$ cat src/rtl/burst_mem_pkg.sv
// Shared types and widths for the burst memory responder.
package burst_mem_pkg;

  typedef enum logic [2:0] {
    IDLE,
    WR,
    RD,
    DONE,
    ERR
  } burst_state_t;

  localparam int BURST_LEN_DEF = 8;
  localparam int DATA_W        = 8;
  localparam int ADDR_W        = 16;

endpackage

$ cat src/rtl/burst_mem_ram.sv
// DEPTH x DATA_W storage: one write port, one registered read port.
// The array itself is never reset; only the read register is.
module burst_mem_ram
  import burst_mem_pkg::*;
#(
  parameter int DEPTH = 16,
  localparam int IDX_W = $clog2(DEPTH)
) (
  input  logic              clk,
  input  logic              n_rst,
  input  logic              wr_en,
  input  logic [IDX_W-1:0]  wr_idx,
  input  logic [DATA_W-1:0] wr_data,
  input  logic              rd_en,
  input  logic [IDX_W-1:0]  rd_idx,
  output logic [DATA_W-1:0] rd_data
);

  logic [DATA_W-1:0] mem [DEPTH];

  always_ff @(posedge clk) begin
    if (wr_en) begin
      mem[wr_idx] <= wr_data;
    end
  end

  // rdata holds its last value between read beats
  always_ff @(posedge clk) begin
    if (!n_rst) begin
      rd_data <= '0;
    end else if (rd_en) begin
      rd_data <= mem[rd_idx];
    end
  end

endmodule

$ cat src/rtl/burst_mem_resp.sv
// Memory-side burst responder: stores write bursts, returns read bursts, checks burst protocol.
// Build option: define ADDR_SEQ_CHECK_EN to also flag non-contiguous beat addresses.
module burst_mem_resp
  import burst_mem_pkg::*;
#(
  parameter int DEPTH     = 16,
  parameter int BURST_LEN = BURST_LEN_DEF
) (
  input  logic              clk,
  input  logic              n_rst,
  input  logic [ADDR_W-1:0] address,
  input  logic              write_en,
  input  logic              read_en,
  input  logic [DATA_W-1:0] wdata,
  output logic [DATA_W-1:0] rdata,
  output logic              rdata_valid,
  output logic              burst_done,
  output logic              burst_err,
  output logic              busy
);

  localparam int IDX_W = $clog2(DEPTH);
  localparam int CNT_W = $clog2(BURST_LEN + 1);
  localparam logic [CNT_W-1:0] LAST_BEAT = CNT_W'(BURST_LEN);

  burst_state_t      state_reg;
  logic [CNT_W-1:0]  beat_cnt_reg;
  logic [ADDR_W-1:0] exp_addr_reg;

  logic rd_beat;
  logic dir_wr;
  logic own_en;
  logic opp_en;
  logic seq_ok;

  // On overlap the write wins and the read beat is dropped.
  assign rd_beat = read_en & ~write_en;
  assign dir_wr  = (state_reg == WR);
  assign own_en  = dir_wr ? write_en : read_en;
  assign opp_en  = dir_wr ? read_en  : write_en;

`ifdef ADDR_SEQ_CHECK_EN
  assign seq_ok = (address == exp_addr_reg);
`else
  assign seq_ok = 1'b1;
`endif

  burst_mem_ram #(
    .DEPTH (DEPTH)
  ) u_ram (
    .clk     (clk),
    .n_rst   (n_rst),
    .wr_en   (write_en),
    .wr_idx  (address[IDX_W-1:0]),
    .wr_data (wdata),
    .rd_en   (rd_beat),
    .rd_idx  (address[IDX_W-1:0]),
    .rd_data (rdata)
  );

  always_ff @(posedge clk) begin
    if (!n_rst) begin
      state_reg    <= IDLE;
      beat_cnt_reg <= '0;
      exp_addr_reg <= '0;
      rdata_valid  <= 1'b0;
      burst_done   <= 1'b0;
      burst_err    <= 1'b0;
      busy         <= 1'b0;
    end else begin
      rdata_valid <= rd_beat;
      burst_done  <= 1'b0;
      burst_err   <= 1'b0;
      case (state_reg)
        IDLE: begin
          if (write_en || read_en) begin
            beat_cnt_reg <= CNT_W'(1);
            exp_addr_reg <= write_en ? address + ADDR_W'(1) : address - ADDR_W'(1);
            busy         <= 1'b1;
            if (write_en && read_en) begin
              state_reg <= ERR;
              burst_err <= 1'b1;
            end else begin
              state_reg <= write_en ? WR : RD;
            end
          end
        end
        WR, RD: begin
          if (opp_en || (own_en && (beat_cnt_reg == LAST_BEAT || !seq_ok))) begin
            state_reg <= ERR;
            burst_err <= 1'b1;
          end else if (own_en) begin
            beat_cnt_reg <= beat_cnt_reg + CNT_W'(1);
            exp_addr_reg <= dir_wr ? exp_addr_reg + ADDR_W'(1) : exp_addr_reg - ADDR_W'(1);
          end else if (beat_cnt_reg == LAST_BEAT) begin
            state_reg  <= DONE;
            burst_done <= 1'b1;
          end else begin
            state_reg <= ERR;
            burst_err <= 1'b1;
          end
        end
        DONE: begin
          state_reg <= IDLE;
          busy      <= 1'b0;
        end
        ERR: begin
          // Beats keep flowing to memory here; only checking is paused.
          if (!write_en && !read_en) begin
            state_reg <= IDLE;
            busy      <= 1'b0;
          end
        end
        default: begin
          state_reg <= IDLE;
          busy      <= 1'b0;
        end
      endcase
    end
  end

endmodule
$ cat config.mk
export PLATFORM = sky130hd
export DESIGN_NAME = burst_mem_resp
export DESIGN_NICKNAME = d
export VERILOG_FILES = /design/src/rtl/burst_mem_pkg.sv /design/src/rtl/burst_mem_ram.sv /design/src/rtl/burst_mem_resp.sv
export SDC_FILE = /design/constraint.sdc
export NUM_CORES = 1
export LEC_CHECK = 0
export ABC_AREA = 1
export BUFFER_PORTS_ARGS = -buffer_cell sky130_fd_sc_hd__buf_2
export CAP_MARGIN = 20
export CORE_ASPECT_RATIO = 0.6
export CORE_UTILIZATION = 60
export CTS_CLUSTER_SIZE = 25
export DETAILED_ROUTE_END_ITERATION = 8
export PLACE_DENSITY = 0.88
export SYNTH_ARGS = -nofsm -noshare
export SYNTH_HDL_FRONTEND = slang
export SYNTH_SLANG_ARGS = --single-unit
$ cat constraint.sdc
create_clock -name clk -period 3.4 [get_ports clk]
set_input_delay 0 -clock clk [delete_from_list [all_inputs] [get_ports clk]]
set_output_delay 0 -clock clk [all_outputs]
set_load 0.1 [all_outputs]
### Yosys cells after proc, flatten, opt, wreduce, memory -nomap -nowiden

Memories as Yosys holds them, arrays and structs flattened. A register that Yosys moved wholly into a read port is not among the register bits.
Cells that the tools add are included.

| storage, ports and cells | value |
|---|---|
| word-level logic and storage cells | 62 |
| memories | 1 |
| bits in latches | 0 |
| ROM bits | 0 |
| bits in writable memories | 128 |
| input port bits | 28 |
| output and inout bits | 12 |
| flip-flop bits (word level) | 11 |

Memory list:

| name | words | width | rd ports | clocked after Yosys merged registers in | wr ports | RTL line | RTL |
|---|---|---|---|---|---|---|---|
| u_ram.mem | 16 | 8 | 1 | 1 | 1 | burst_mem_ram.sv:19 | `logic [DATA_W-1:0] mem [DEPTH];` |

| cells by class | value |
|---|---|
| multiply operators | 0 |
| $lt $le $gt $ge | 0 |
| div/mod/pow operators | 0 |
| muxes and demuxes | 26 |
| add/sub/neg operators | 1 |
| reduce and logical (&&, ||, !) cells | 15 |
| shift operators | 0 |
| bitwise operators | 4 |
| equal/unequal tests | 9 |

Operators by type and width:

| cell | number |
|---|---|
| 3-bit two-way mux | 6 |
| 1-bit two-way mux | 12 |
| 4-bit two-way mux | 3 |
| 3-bit one-hot mux with 3 select lines | 1 |
| 2-bit != test, second input constant | 4 |
| 4-bit one-hot mux with 2 select lines | 1 |
| 3-bit AND reduction | 2 |
| 4-bit by 1-bit adder with 4-bit output, second input constant | 1 |
| 4-bit == test, second input constant | 1 |
| 4-bit AND reduction | 1 |
| 4-bit OR reduction | 1 |
| 3-bit by 1-bit == test with 1-bit output, second input constant | 1 |
| 3-bit by 2-bit == test with 1-bit output, second input constant | 1 |
| 3-bit == test, second input constant | 1 |
| 1-bit logical AND | 3 |
| 1-bit zero test | 3 |
| 3-bit zero test | 1 |
| 3-bit != test, second input constant | 1 |
| 1-bit NOT | 3 |
| 1-bit one-hot mux with 3 select lines | 1 |
| 1-bit logical OR | 2 |
| 2-bit two-way mux | 1 |
| 1-bit one-hot mux with 2 select lines | 1 |
| 2-bit nonzero test | 1 |
| 2 further kinds | 2 |

### Logic depth before layout (Yosys ltp)

| logic depth | value |
|---|---|
| depth after elaboration | 6 |
| gate-level depth with buffers | 11 |
| depth with buffers taken out | 11 |

### Modules after synthesis

A second synthesis with hierarchy kept.

| second synthesis, totals | value |
|---|---|
| cell total of the unflattened synthesis | 589 |
| area total of the unflattened synthesis | 6238.5 sq um |

Modules (own cells, without submodules):

| module | cells an instance | seq. area each (sq um) | area an instance (sq um) | instances |
|---|---|---|---|---|
| burst_mem_ram | 490 | 4003.8 | 5575.3 | 1 |
| burst_mem_resp | 99 | 220.2 | 663.1 | 1 |

### Worst setup path after synthesis

No wires, ideal clock.

| path | value |
|---|---|
| path kind | register to register |
| start point | register busy (netlist name) |
| end point | register busy |
| library setup time | 0.070 ns |
| stages on the path, launching flop included | 3 |
| required time | 3.330 ns |
| clock period less this slack | 1.331 ns |
| buffers on the path | 0 |
| arrival | 1.261 ns |
| path slack | 2.069 ns |
| cell sequence | dfxtp_1 o21ai_0 a21oi_1 |

RTL lines:

| element | RTL line | RTL |
|---|---|---|
| to (signal assigned) | burst_mem_resp.sv:69 | `busy <= 1'b0;` |
| to (signal assigned) | burst_mem_resp.sv:79 | `busy <= 1'b1;` |
| to (signal assigned) | burst_mem_resp.sv:105 | `busy <= 1'b0;` |
| to (decl) | burst_mem_resp.sv:19 | `output logic busy` |

### Final worst setup path

| path | value |
|---|---|
| start point | register beat_cnt_reg[0] |
| end point | register beat_cnt_reg[0] |

| between the ends | value |
|---|---|
| longest elaborated chain between the ends | 5 |
| elaborated cells between the ends (all ways) | 9 |
| those cells by class | add/sub (1); eq/ne (2); mux (3); reduce/logical (3) |

Ends and longest elaborated chain:

| element | RTL line | RTL |
|---|---|---|
| from (decl) | burst_mem_resp.sv:27 | `logic [CNT_W-1:0] beat_cnt_reg;` |
| from (signal assigned) | burst_mem_resp.sv:93 | `beat_cnt_reg <= beat_cnt_reg + CNT_W'(1);` |
| parallel branches: the longest is 5 deep, another holds 4-bit by 1-bit adder with 4-bit output | n/a |  |

Several ways; the timed one is not identified. The select of a mux whose other input is x is not followed.
A chain may end at the register's enable or synchronous reset.

==> metrics <==
status completed; total power 4.597 mW; Area Growth Syn to Fin 15.85%; Max Clock Freq 0.5945 GHz; slowest stage delay, CP between 300 and 400 ps; GRT overflow 0; number of synthesized flops with an enable pin 128; Cells after Synth 507; Num CTS Buffers 17; Hold Vio Cnt, Final 0; critical path class flip-flop to flip-flop; max FFs per register roughly 130; Die Span X around 130 µm; RSZ-0062 raised after global routing false; Initial DRC Count 446; mapped cell area approximately 0.0058 mm²; Vias/cell roughly 6; Clk Latency, worst-skew pair 420 ps; total routed wirelength ~13 mm; unique cell type count in the Yosys netlist 23; CTS Buffer Depth 2; total of warnings raised by yosys 0; power density over the cells a little under 700 mW/mm²; post-synthesis sequential area ratio roughly 72%; min-delay worst type input pin to flip-flop; DIE AREA 0.01016 mm²; Reg2Reg Setup Slack roughly 1700 ps; CTS tree done; largest net degree at the start of global routing 34; Layout Skew 4.180 ps; Critical Path Sink Type flip-flop; DP Cell Count between 600 and 700; number of cell rows 27; Total GRT Usage between 20% and 30%; DR vias slightly above 4000; Max VDD drop approximately 0.64 mV; post-DP HPWL ~8.3 mm; number of global-route vias before repair approximately 4000; Final Setup Violations 0; total core area about 0.0093 mm²; max cap viols 0; post-CTS setup buffer count 0; slowest CP cell dfxtp_1; diode count 0; final setup TNS 0 ps; CTS sink count between 100 and 150; largest fanout on the critical path 7; leak pwr approximately 2.5 nW; initial antenna violation count 0; routability congestion estimate around 0.94; final worst-path cycle share roughly 49%; Worst Tran Pin Value 849.9 ps; Top Ports 40; cell breakdown of the critical path inv_1, ha_1, nand2_1, nor2_1, nand2_1, nand3_1, nand2_1, nand2_1, nand2_1, a21oi_1; crit start category flip-flop; DRC violations left 0; layout cells sized above 1 12.72%; I/O Buffers 27; number of detailed-routing iterations run before antenna repair 5; relative slew slack ~43%; FFs w/ async S/R, synth 0%; first-pass GRT wire length between 20 and 25 mm; syn avg cell area ~12 µm²; Initial Util 62.72%; Post-synth top cells 174 x nand2_1, 128 x edfxtp_1, 49 x nor2_1, 24 x nand4_1, 22 x nand3_1; CTS H-tree depth 4; post-route ant nets 0; Post-synth top flop edfxtp_1; fin crit period around 1700 ps; Synth area leader edfxtp_1; WP data arrival ~2000 ps; max-slew violation count 0; Reg clk slew, reported paths 60 ps; most numerous cell in the Yosys netlist nand2_1; Core Util, Final between 70 and 80%; synthesized net count between 500 and 600; post-synth top area share around 66%; CP Data Required Time about 3700 ps; routed len/inst ~19 µm; main area contributors after synthesis edfxtp_1 66%, nand2_1 11%, dfxtp_1 6.5%; height of the die between 70 and 80 µm; fin cells 696; CTS Root Cell clkbuf_16; most used cell, CP nand2_1; Synth Register Bits 147; fin nets ~580
-- layout make-up --
| cell class | count | area, µm² |
|---|---|---|
| tap | 130 | 162.7 |
| clock buffer | 21 | 460.4 |
| timing repair buffer | 42 | 275.3 |
| multi-input combinational | 321 | 1451 |
| inverter | 24 | 90.09 |
| fill | 632 | 2549 |
| sequential | 147 | 4224 |
| clock inverter | 11 | 111.4 |
-- final timing paths --
kind                                       from               end  cells past startpoint
worst max-delay path            beat_cnt_reg[0]   beat_cnt_reg[0]                     10
worst min-delay path                 address[2]  u_ram.rd_data[3]                      6
worst min register to register             busy              busy                      2
worst max register to register  beat_cnt_reg[0]   beat_cnt_reg[0]                     10
-- worst max-delay path: cells and delay by family (launching register included) --
family | cells | cell delay (ps)
simple gates | 7 | 850
buf+inv | 1 | 80
fa+ha+maj | 1 | 140
compound gates | 1 | 180
flops | 1 | 360
-- cell families after synthesis --
| family | Yosys count | share of synthesized area (%) |
|---|---|---|
| DFF | 147 | 72.23 |
| adders and majority gates | 2 | 0.4278 |
| xor gates and xnor gates | 2 | 0.2996 |
| buffers and inverters | 39 | 2.953 |
| and+or+nand+nor | 281 | 20.26 |
| AOI/OAI and AO/OA | 36 | 3.830 |
-- report_power, final --
part	total, mW	switching (mW)	internal [mW]
Combinational	0.699	0.522	0.177
Sequential	2.09	0.0494	2.04
Clock	1.81	0.701	1.11
-- placed cells by master (no fill, tap or decap), drive strengths merged, types with 16 or more instances in the layout --
master / count
a22oi: 16
buf: 31
clkbuf: 21
dfxtp: 19
edfxtp: 128
inv: 25
nand2: 174
nand3: 23
nand4: 24
nor2: 55
-- per-stage QoR --
| stage | hold WS, ps | area, µm² | setup slack, ps |
|---|---|---|---|
| 4_1_cts | 169.1 | 6775 | 1693 |
| 3_3_place_gp | 342.9 | 6093 | 1564 |
| 6_report | 167.3 | 6775 | 1718 |
| 5_1_grt | 232.9 | 6775 | 1583 |
| 2_1_floorplan | 98.87 | 5848 | 2069 |
| 3_5_place_dp | 350.2 | 6093 | 1450 |
-- per-layer routing --
layer  track usage, %  part of all wire, %  vias to the layer above
met1            38.76                   40                     1939
met2            45.11                   47                      263
met3            9.816                   11                       34
met5                0                    0                        -
met4            11.74                  2.0                        0
li1                 -                    -                     1851
-- repair_timing --
item	CTS	global route
setup endpoints to repair	0	0
hold endpoints to repair	126	0
hold buffers	11	0
gates resized for setup	0	0
Power figures use the tool's default switching activity.
